[src/rtl/freq_calc.sv]
// freq_calc: converts a gated {clk_cnt, sig_cnt} count pair into a frequency in Hz.
//   freq_hz = sig_cnt * CLK_FREQ_HZ / clk_cnt
// The multiply takes one cycle and is followed by a 64-iteration restoring divider.
// The result is presented on a valid/ready handshake together with saturation and
// divide-by-zero qualifiers.
// Optional build macro FREQ_CALC_ROUND_EN: adds clk_cnt/2 to the numerator so the
// quotient rounds half-up to the nearest Hz. When it is undefined, the quotient
// truncates toward zero.
module freq_calc #(
  parameter logic [31:0] CLK_FREQ_HZ = 32'd100_000_000
) (
  input  logic        clk_i,
  input  logic        rst_n_i,
  input  logic        reg_wr_en_i,
  input  logic [63:0] reg_wr_data_i,
  output logic        freq_valid_o,
  input  logic        freq_ready_i,
  output logic [31:0] freq_data_o,
  output logic        sat_o,
  output logic        div0_o,
  output logic        busy_o,
  output logic        drop_o
);

  typedef enum logic [2:0] {
    ST_IDLE,
    ST_MUL,
    ST_DIV,
    ST_FIN,
    ST_HOLD
  } state_t;

  state_t      state_reg;
  logic [31:0] clk_cnt_reg;
  logic [31:0] sig_cnt_reg;
  logic [63:0] num_reg;      // dividend, shifted out MSB first
  logic [31:0] div_reg;      // divisor
  logic [63:0] rem_reg;      // remainder between iterations (always < divisor)
  logic [63:0] quo_reg;      // quotient, shifted in LSB
  logic [5:0]  iter_reg;
  logic        fin_phase_reg;
  logic [31:0] word_reg;     // output word staged before it is published
  logic        word_sat_reg;
  logic        word_div0_reg;

  logic [63:0] product;
  logic [63:0] mul_result;
  logic [64:0] rem_shift;    // 65-bit partial remainder for this iteration
  logic        rem_ge;
  logic [63:0] rem_sub;
  logic [63:0] rem_next;

  // Full 64-bit product; both operands zero-extended so nothing wraps.
  assign product = {32'd0, sig_cnt_reg} * {32'd0, CLK_FREQ_HZ};

`ifdef FREQ_CALC_ROUND_EN
  // Half the divisor is added so the truncating divide rounds half-up.
  // (2^32-1)^2 + 2^31 still fits in 64 bits, so this cannot overflow.
  assign mul_result = product + {33'd0, clk_cnt_reg[31:1]};
`else
  assign mul_result = product;
`endif

  // One restoring-division step: shift in the next dividend bit and subtract if it fits.
  // When the subtraction is taken the result is below the divisor, so the low 64 bits
  // of the difference are exact.
  always_comb begin
    rem_shift = {rem_reg, num_reg[63]};
    rem_ge    = (rem_shift >= {33'd0, div_reg});
    rem_sub   = rem_shift[63:0] - {32'd0, div_reg};
    rem_next  = rem_ge ? rem_sub : rem_shift[63:0];
  end

  assign busy_o = (state_reg != ST_IDLE);

  // Control FSM, datapath registers and registered outputs.
  always_ff @(posedge clk_i) begin
    if (!rst_n_i) begin
      state_reg     <= ST_IDLE;
      clk_cnt_reg   <= 32'd0;
      sig_cnt_reg   <= 32'd0;
      num_reg       <= 64'd0;
      div_reg       <= 32'd0;
      rem_reg       <= 64'd0;
      quo_reg       <= 64'd0;
      iter_reg      <= 6'd0;
      fin_phase_reg <= 1'b0;
      word_reg      <= 32'd0;
      word_sat_reg  <= 1'b0;
      word_div0_reg <= 1'b0;
      freq_valid_o  <= 1'b0;
      freq_data_o   <= 32'd0;
      sat_o         <= 1'b0;
      div0_o        <= 1'b0;
      drop_o        <= 1'b0;
    end else begin
      // Any strobe outside IDLE is discarded and flagged for one cycle.
      drop_o <= reg_wr_en_i && (state_reg != ST_IDLE);

      case (state_reg)
        ST_IDLE: begin
          if (reg_wr_en_i) begin
            clk_cnt_reg <= reg_wr_data_i[63:32];
            sig_cnt_reg <= reg_wr_data_i[31:0];
            state_reg   <= ST_MUL;
          end
        end

        ST_MUL: begin
          num_reg   <= mul_result;
          div_reg   <= clk_cnt_reg;
          rem_reg   <= 64'd0;
          quo_reg   <= 64'd0;
          iter_reg  <= 6'd0;
          state_reg <= ST_DIV;
        end

        ST_DIV: begin
          // A zero divisor still runs all iterations so latency never varies.
          num_reg  <= {num_reg[62:0], 1'b0};
          rem_reg  <= rem_next;
          quo_reg  <= {quo_reg[62:0], rem_ge};
          iter_reg <= iter_reg + 6'd1;
          if (iter_reg == 6'd63) begin
            state_reg <= ST_FIN;
          end
        end

        ST_FIN: begin
          // First cycle builds the word from the quotient; second publishes it with valid.
          if (!fin_phase_reg) begin
            fin_phase_reg <= 1'b1;
            if (clk_cnt_reg == 32'd0) begin
              word_reg      <= 32'd0;
              word_sat_reg  <= 1'b0;
              word_div0_reg <= 1'b1;
            end else if (quo_reg[63:32] != 32'd0) begin
              word_reg      <= 32'hFFFF_FFFF;
              word_sat_reg  <= 1'b1;
              word_div0_reg <= 1'b0;
            end else begin
              word_reg      <= quo_reg[31:0];
              word_sat_reg  <= 1'b0;
              word_div0_reg <= 1'b0;
            end
          end else begin
            fin_phase_reg <= 1'b0;
            freq_data_o   <= word_reg;
            sat_o         <= word_sat_reg;
            div0_o        <= word_div0_reg;
            freq_valid_o  <= 1'b1;
            state_reg     <= ST_HOLD;
          end
        end

        ST_HOLD: begin
          // Data and qualifiers stay as they are after the handshake.
          if (freq_valid_o && freq_ready_i) begin
            freq_valid_o <= 1'b0;
            state_reg    <= ST_IDLE;
          end
        end

        default: begin
          state_reg <= ST_IDLE;
        end
      endcase
    end
  end

endmodule

[config.mk]
export PLATFORM = sky130hd
export DESIGN_NAME = freq_calc
export DESIGN_NICKNAME = d
export VERILOG_FILES = /design/src/rtl/freq_calc.sv
export SDC_FILE = /design/constraint.sdc
export NUM_CORES = 2
export LEC_CHECK = 0
export CAP_MARGIN = 20
export CORE_MARGIN = 8
export CORE_UTILIZATION = 23
export DETAILED_ROUTE_END_ITERATION = 10
export PLACE_DENSITY = 0.4
export SLEW_MARGIN = 40
export SYNTH_ARGS = -nofsm -noshare
export SYNTH_HDL_FRONTEND = slang
export SYNTH_SLANG_ARGS = --single-unit
[constraint.sdc]
create_clock -name clk_i -period 11.2 [get_ports clk_i]
set_input_delay 2.24 -clock clk_i [delete_from_list [all_inputs] [get_ports clk_i]]
set_output_delay 2.24 -clock clk_i [all_outputs]
set_load 0.02 [all_outputs]
**Word-level counts from Yosys, hierarchy flattened**

Cells that the tools add are included.

- Bits in registers: 368
- Bits in latches: 0
- Bits in writable memories: 0
- Memory bits (read-only): 0
- Bits of input ports: 68
- Output and inout port bits: 37
- Logic and storage cells: 63
- Memories kept: 0

- Add/sub/neg operators: 2
- $mul: 1
- Divide/modulo/power cells: 0
- Magnitude comparators: 1
- Eq/ne operators: 9
- Shift operators: 0
- Multiplexer cells: 19
- Bitwise operators: 1
- Reductions and logical operators: 13

Operators by type and width:

| operator | number |
|---|---|
| $pmux 64 s2 | 3 |
| $ge 65x32->1 | 1 |
| $mux 32 | 2 |
| $mux 64 | 1 |
| $sub 64x32->64 | 1 |
| $mul 32x19->51 const B | 1 |
| $logic_not 32->1 | 1 |
| $reduce_bool 32->1 | 1 |
| $pmux 3 s5 | 1 |
| $mux 3 | 4 |
| $pmux 6 s2 | 1 |
| $ne 2x2->1 const B | 4 |
| $add 6x1->6 const B | 1 |
| $eq 3x2->1 const B | 2 |
| $eq 6x6->1 const B | 1 |
| $mux 1 | 6 |
| $reduce_and 2->1 | 3 |
| $reduce_and 4->1 | 1 |
| $reduce_bool 2->1 | 2 |
| $eq 3x1->1 const B | 1 |
| $eq 3x3->1 const B | 1 |
| $logic_not 3->1 | 1 |
| $reduce_and 3->1 | 1 |
| $reduce_bool 3->1 | 1 |
| other kinds (3) | 4 |

**Logic depth before layout (Yosys ltp)**

- Word-level depth: 3
- Depth in mapped cells: 23
- Mapped depth without buffers: 23

**Worst setup path before layout**

Ideal clock, no wire load.

- Kind: register to register
- Start point: register sig_cnt_reg[5]
- End point: register num_reg[54]
- Data arrival time: 6.200 ns
- Data required time: 11.130 ns
- Setup slack: 4.930 ns
- Stages on the path, launching flop included: 21
- Path buffers: 0
- Period minus slack after synthesis: 6.270 ns
- Cells stage by stage: dfxtp_1 > inv_1 > fa_1 > fa_1 > inv_1 > fa_1 > fa_1 > fa_1 > inv_1 > fa_1 > inv_1 > ha_1 > nand3_1 > or3_1 > o211ai_1 > a21boi_0 > a311oi_1 > a21o_1 > a21oi_1 > mux2_2 > a21oi_1

- Longest elaborated chain between the ends: 2

RTL lines:

| what | RTL line | RTL |
|---|---|---|
| start: declaration | 35 | `logic [31:0] sig_cnt_reg;` |
| start signal: assignment | 104 | `sig_cnt_reg <= reg_wr_data_i[31:0];` |
| $mul 32x19->51 | 54 | `assign product = {32'd0, sig_cnt_reg} * {32'd0, CLK_FREQ_HZ};` |
| $pmux 64 s2 | 100 | `case (state_reg)` |
| end signal: assignment | 110 | `num_reg <= mul_result;` |
| end signal: assignment | 120 | `num_reg <= {num_reg[62:0], 1'b0};` |
| end: declaration | 36 | `logic [63:0] num_reg;` |

Every way passes these cells. The select of a mux whose other input is x is not followed.
A chain may end at the register's enable or synchronous reset.

**Worst setup path after layout**

- Start point: register sig_cnt_reg[6]
- End point: register num_reg[54]

Same word-level chain as after synthesis.

==> run_summary.xml <==
<?xml version="1.0" encoding="UTF-8"?>
<metrics>
  <group name="status">
    <metric name="outcome" unit="">finished, final reports clean</metric>
  </group>
  <group name="clock_tree">
    <metric name="postCtsSetupBuffers" unit="">0</metric>
    <metric name="postCtsResizedCells" unit="">0</metric>
    <metric name="maximum_count_of_clock_buffers_along_a_single_path" unit="">3</metric>
    <metric name="clock_insertion_delay_worst_skew" unit="ns">0.63</metric>
    <metric name="cts_root_buffer" unit="">clkbuf_16</metric>
    <metric name="cts_hold_buffers" unit="">0</metric>
    <metric name="cts_num_sinks" unit="">360</metric>
    <metric name="numCtsBuffers" unit="">47</metric>
    <metric name="cts_htree_levels" unit="">2</metric>
    <metric name="cts.reportedPaths.clkPinSlew" unit="ns">0.06</metric>
    <metric name="tritoncts_clock_tree" unit="">built</metric>
  </group>
  <group name="routing">
    <metric name="total_number_of_vias" unit="">21200</metric>
    <metric name="post_drt_via_cell_ratio" unit="">4.444</metric>
    <metric name="drtPass1Iterations" unit="">5</metric>
    <metric name="routed_wirelength" unit="µm">77320</metric>
    <metric name="drc" unit="">0</metric>
    <metric name="final_antenna_net_count" unit="">0</metric>
    <metric name="avgRoutedWirePerCell" unit="µm">16.21</metric>
    <metric name="drt_iter0_drc" unit="">1110</metric>
  </group>
  <group name="worst_hold_path">
    <metric name="worstHoldEndpoint" unit="">freq_data_o[14]</metric>
    <metric name="hp-start" unit="">word_reg[14]</metric>
    <metric name="worstHoldPathCells" unit="">2</metric>
    <metric name="holdCritPathClass" unit="">flop to flop</metric>
  </group>
  <group name="grt">
    <metric name="grt_start_max_net_pins" unit="">110</metric>
    <metric name="gr_usage_total" unit="">0.1200</metric>
    <metric name="grt_antenna_before_repair" unit="">3</metric>
    <metric name="gr-total-overflow" unit="">0</metric>
    <metric name="first_global_vias" unit="">22460</metric>
    <metric name="grt_first_pass_wirelength" unit="µm">128000</metric>
  </group>
  <group name="floorplan">
    <metric name="die-area" unit="mm²">0.1298</metric>
    <metric name="initial_core_util" unit="">0.2314</metric>
    <metric name="core_area" unit="mm²">0.1178</metric>
    <metric name="io_pins" unit="">105</metric>
    <metric name="num_rows" unit="">126</metric>
    <metric name="die-height" unit="µm">360.2</metric>
    <metric name="die_w" unit="µm">360.2</metric>
  </group>
  <group name="setup_path">
    <metric name="crit-reg2reg-capture" unit="">num_reg[54]</metric>
    <metric name="timing.critical_path.from_type" unit="">flop</metric>
    <metric name="category_of_cells_accounting_for_the_largest_share_of_critical_path_delay" unit="">adder cells</metric>
    <metric name="ff2ff_setup_slack" unit="ns">3.96</metric>
    <metric name="worstRegToRegCells" unit="">22</metric>
    <metric name="path_max_fanout" unit="">9</metric>
    <metric name="slowest_delay" unit="ns">0.65</metric>
    <metric name="critical_path_cell_count" unit="">22</metric>
    <metric name="crit-reg2reg-launch" unit="">sig_cnt_reg[6]</metric>
    <metric name="worst_path_max_delay_cell" unit="">dfxtp_1</metric>
    <metric name="required_time_of_the_critical_path" unit="ns">11.74</metric>
    <metric name="crit_arrival" unit="ns">7.77</metric>
    <metric name="critical_path_class" unit="">flop to flop</metric>
    <metric name="type_of_destination_of_the_critical_path" unit="">flop</metric>
    <metric name="critPathBufInv" unit="">5</metric>
    <metric name="worstPathCellList" unit="">ha_1, fa_1, ha_1, inv_1, fa_1, inv_1, fa_1, inv_1, fa_1, inv_1, ha_1, a2111oi_0, o21ai_0, a21oi_1, o211ai_1, a21boi_0, a311oi_1, buf_4, a21o_1, a21oi_1, mux2_2, a21oi_1</metric>
  </group>
  <group name="cells_and_area">
    <metric name="filler_cell_count" unit="">12710</metric>
    <metric name="fin_util" unit="">0.2679</metric>
    <metric name="layout_commonest_cell" unit="">inv_1</metric>
    <metric name="post-route-cell-area" unit="mm²">0.03155</metric>
    <metric name="layout-drive-gt1-share" unit="">0.04083</metric>
    <metric name="fin_nets" unit="">3790</metric>
    <metric name="antennaDiodeCount" unit="">0</metric>
    <metric name="areaGrowthSynthToFinish" unit="%">15.76</metric>
    <metric name="most-common-layout-cells" unit="">inv_1 (444), nand2_1 (443), dfxtp_1 (360)</metric>
    <metric name="area_of_combinational_cells_with_multiple_inputs" unit="mm²">0.01787</metric>
    <metric name="layout.area.seq" unit="mm²">0.007207</metric>
  </group>
  <group name="sta">
    <metric name="slew_headroom" unit="">0.4657</metric>
    <metric name="finalWorstPathRequiredPeriod" unit="ns">7.239</metric>
    <metric name="timing.fmax" unit="MHz">138.1</metric>
    <metric name="grt_setup_unrepaired" unit="">false</metric>
    <metric name="sum_of_negative_setup_slack" unit="ns">0</metric>
    <metric name="tightestPinTransition" unit="ns">0.7953</metric>
    <metric name="timing.clock.skew" unit="ns">0.04761</metric>
    <metric name="fin_crit_share" unit="">0.6463</metric>
    <metric name="final_setup_fails" unit="">0</metric>
    <metric name="timing.final.max_slew_violations" unit="">0</metric>
    <metric name="final-hold-violation-count" unit="">0</metric>
  </group>
  <group name="synth">
    <metric name="synth_cells" unit="">3173</metric>
    <metric name="ys_seq_elements" unit="">360</metric>
    <metric name="yosys_warnings" unit="">0</metric>
    <metric name="syn-cell-area" unit="mm²">0.02725</metric>
    <metric name="dominant_register_cell_in_the_synthesized_netlist" unit="">dfxtp_1</metric>
    <metric name="syn-num-nets" unit="">3768</metric>
    <metric name="ys_seq_area_frac" unit="">0.2645</metric>
    <metric name="ys_async_sr_fraction" unit="">0</metric>
    <metric name="synthesized_area_divided_by_synthesized_cell_count" unit="µm²">8.588</metric>
    <metric name="synth_edf_count" unit="">0</metric>
    <metric name="synth.distinct_cells" unit="">68</metric>
  </group>
  <group name="power_and_ir_drop">
    <metric name="power_frac_comb" unit="">0.662</metric>
    <metric name="swShare" unit="">0.4836</metric>
    <metric name="clkPwrFrac" unit="">0.168</metric>
    <metric name="sequentialPowerShare" unit="">0.170</metric>
    <metric name="total_leakage_power" unit="nW">13.93</metric>
    <metric name="p_sw" unit="mW">4.446</metric>
    <metric name="power.density" unit="mW/mm²">291.4</metric>
    <metric name="worst_ir_drop_vdd" unit="µV">503.2</metric>
    <metric name="p_int" unit="mW">4.747</metric>
    <metric name="fin_total_pwr" unit="mW">9.192</metric>
  </group>
  <group name="place">
    <metric name="post-dp-hpwl" unit="µm">57950</metric>
    <metric name="place.gp.congestion" unit="">0.7884</metric>
    <metric name="detailed_place.area" unit="mm²">0.02993</metric>
    <metric name="buffer_ports.inserted" unit="">104</metric>
  </group>
  <group name="job">
    <metric name="max_cap_viol_count" unit="">0</metric>
  </group>
</metrics>
[metrics by stage]
step / hold WS, ns / instances / setup slack, ns
finish: 0.4493 / 4769 / 3.961
global route: 0.4636 / 4769 / 3.424
global placement: 0.4417 / 4680 / 3.721
CTS: 0.4530 / 4769 / 3.925
floorplan: 0.4260 / 3173 / 4.930
detailed placement: 0.4446 / 4682 / 3.969
[worst min-delay path, cell delays in order, from the launching register on]
cell     delay [ns]
dfxtp_1        0.31
nand2_1        0.05
a21oi_1        0.05
[how the worst max path moves through the flow]
| stage | start | to |
|---|---|---|
| 2_1_floorplan | sig_cnt_reg[5] | num_reg[54] |
| 3_3_place_gp | sig_cnt_reg[6] | num_reg[55] |
| 3_5_place_dp | sig_cnt_reg[6] | num_reg[54] |
| 4_1_cts | sig_cnt_reg[6] | num_reg[54] |
| 5_1_grt | sig_cnt_reg[6] | num_reg[54] |
| 6_report | sig_cnt_reg[6] | num_reg[54] |
[cell families after synthesis]
| family | after synthesis | share of synthesized area |
|---|---|---|
| mux | 6 | 0.002296 |
| simple gates | 825 | 0.1333 |
| buf+inv | 599 | 0.08269 |
| flops | 360 | 0.2645 |
| fa+ha+maj | 527 | 0.3155 |
| xor+xnor | 117 | 0.03760 |
| compound gates | 739 | 0.1641 |
[synth_stat cells (all sizes together), types with 4 or more instances]
cell	count	area, µm²
inv	445	1670
nand2	445	1670
dfxtp	360	7207
a21oi	322	1612
fa	267	5345
ha	260	3253
nor2	172	645.6
clkbuf	139	521.8
o21ai	129	645.6
a22oi	121	908.4
xnor2	66	578.1
xor2	51	446.7
a21o	49	367.9
nor4	36	244.0
nand4	32	200.2
nor3	30	155.1
nand3	21	105.1
or3	17	106.4
nand2b	16	100.1
nor2b	16	100.1
buf	15	61.31
o21bai	13	97.59
a31oi	12	75.07
a211oi	11	82.58
o31ai	10	75.07
or4	9	67.56
o22ai	8	50.05
a21boi	7	52.55
o21a	7	52.55
a2bb2oi	6	52.55
and2	6	37.54
o211ai	6	45.04
and3	5	31.28
or2	5	31.28
a2111oi	4	35.03
mux2i	4	40.04
nand3b	4	30.03
o2111ai	4	35.03
[layout make-up]
type                    instances  share of cell area
clock inverters                19            0.008171
inverters                     445             0.05319
clock buffers                  68             0.04296
flip-flops and latches        360              0.2285
well taps                    1536             0.06092
repair buffers                127             0.03986
multi-input cells            2214              0.5664
[power by group through the flow]
stage	Combinational [mW]	Clock, mW	Sequential (mW)
finish	6.09	1.55	1.56
global route	7.01	1.67	1.58
CTS	6.21	1.62	1.56
detailed placement	6.16	0	1.59
global placement	6.21	0	1.59
floorplan	4.73	0	1.53
[routing by layer]
metal / GRT usage / share of wire / up-vias / wire length [µm]
li1: - / - / 10590 / -
met1: 0.1677 / 0.49 / 10250 / 38110
met2: 0.1952 / 0.45 / 266 / 34990
met3: 0.01798 / 0.034 / 88 / 2595
met4: 0.02643 / 0.021 / 0 / 1624
met5: 0 / 0 / - / 0
No activity file was read; power rests on OpenSTA's default activity.
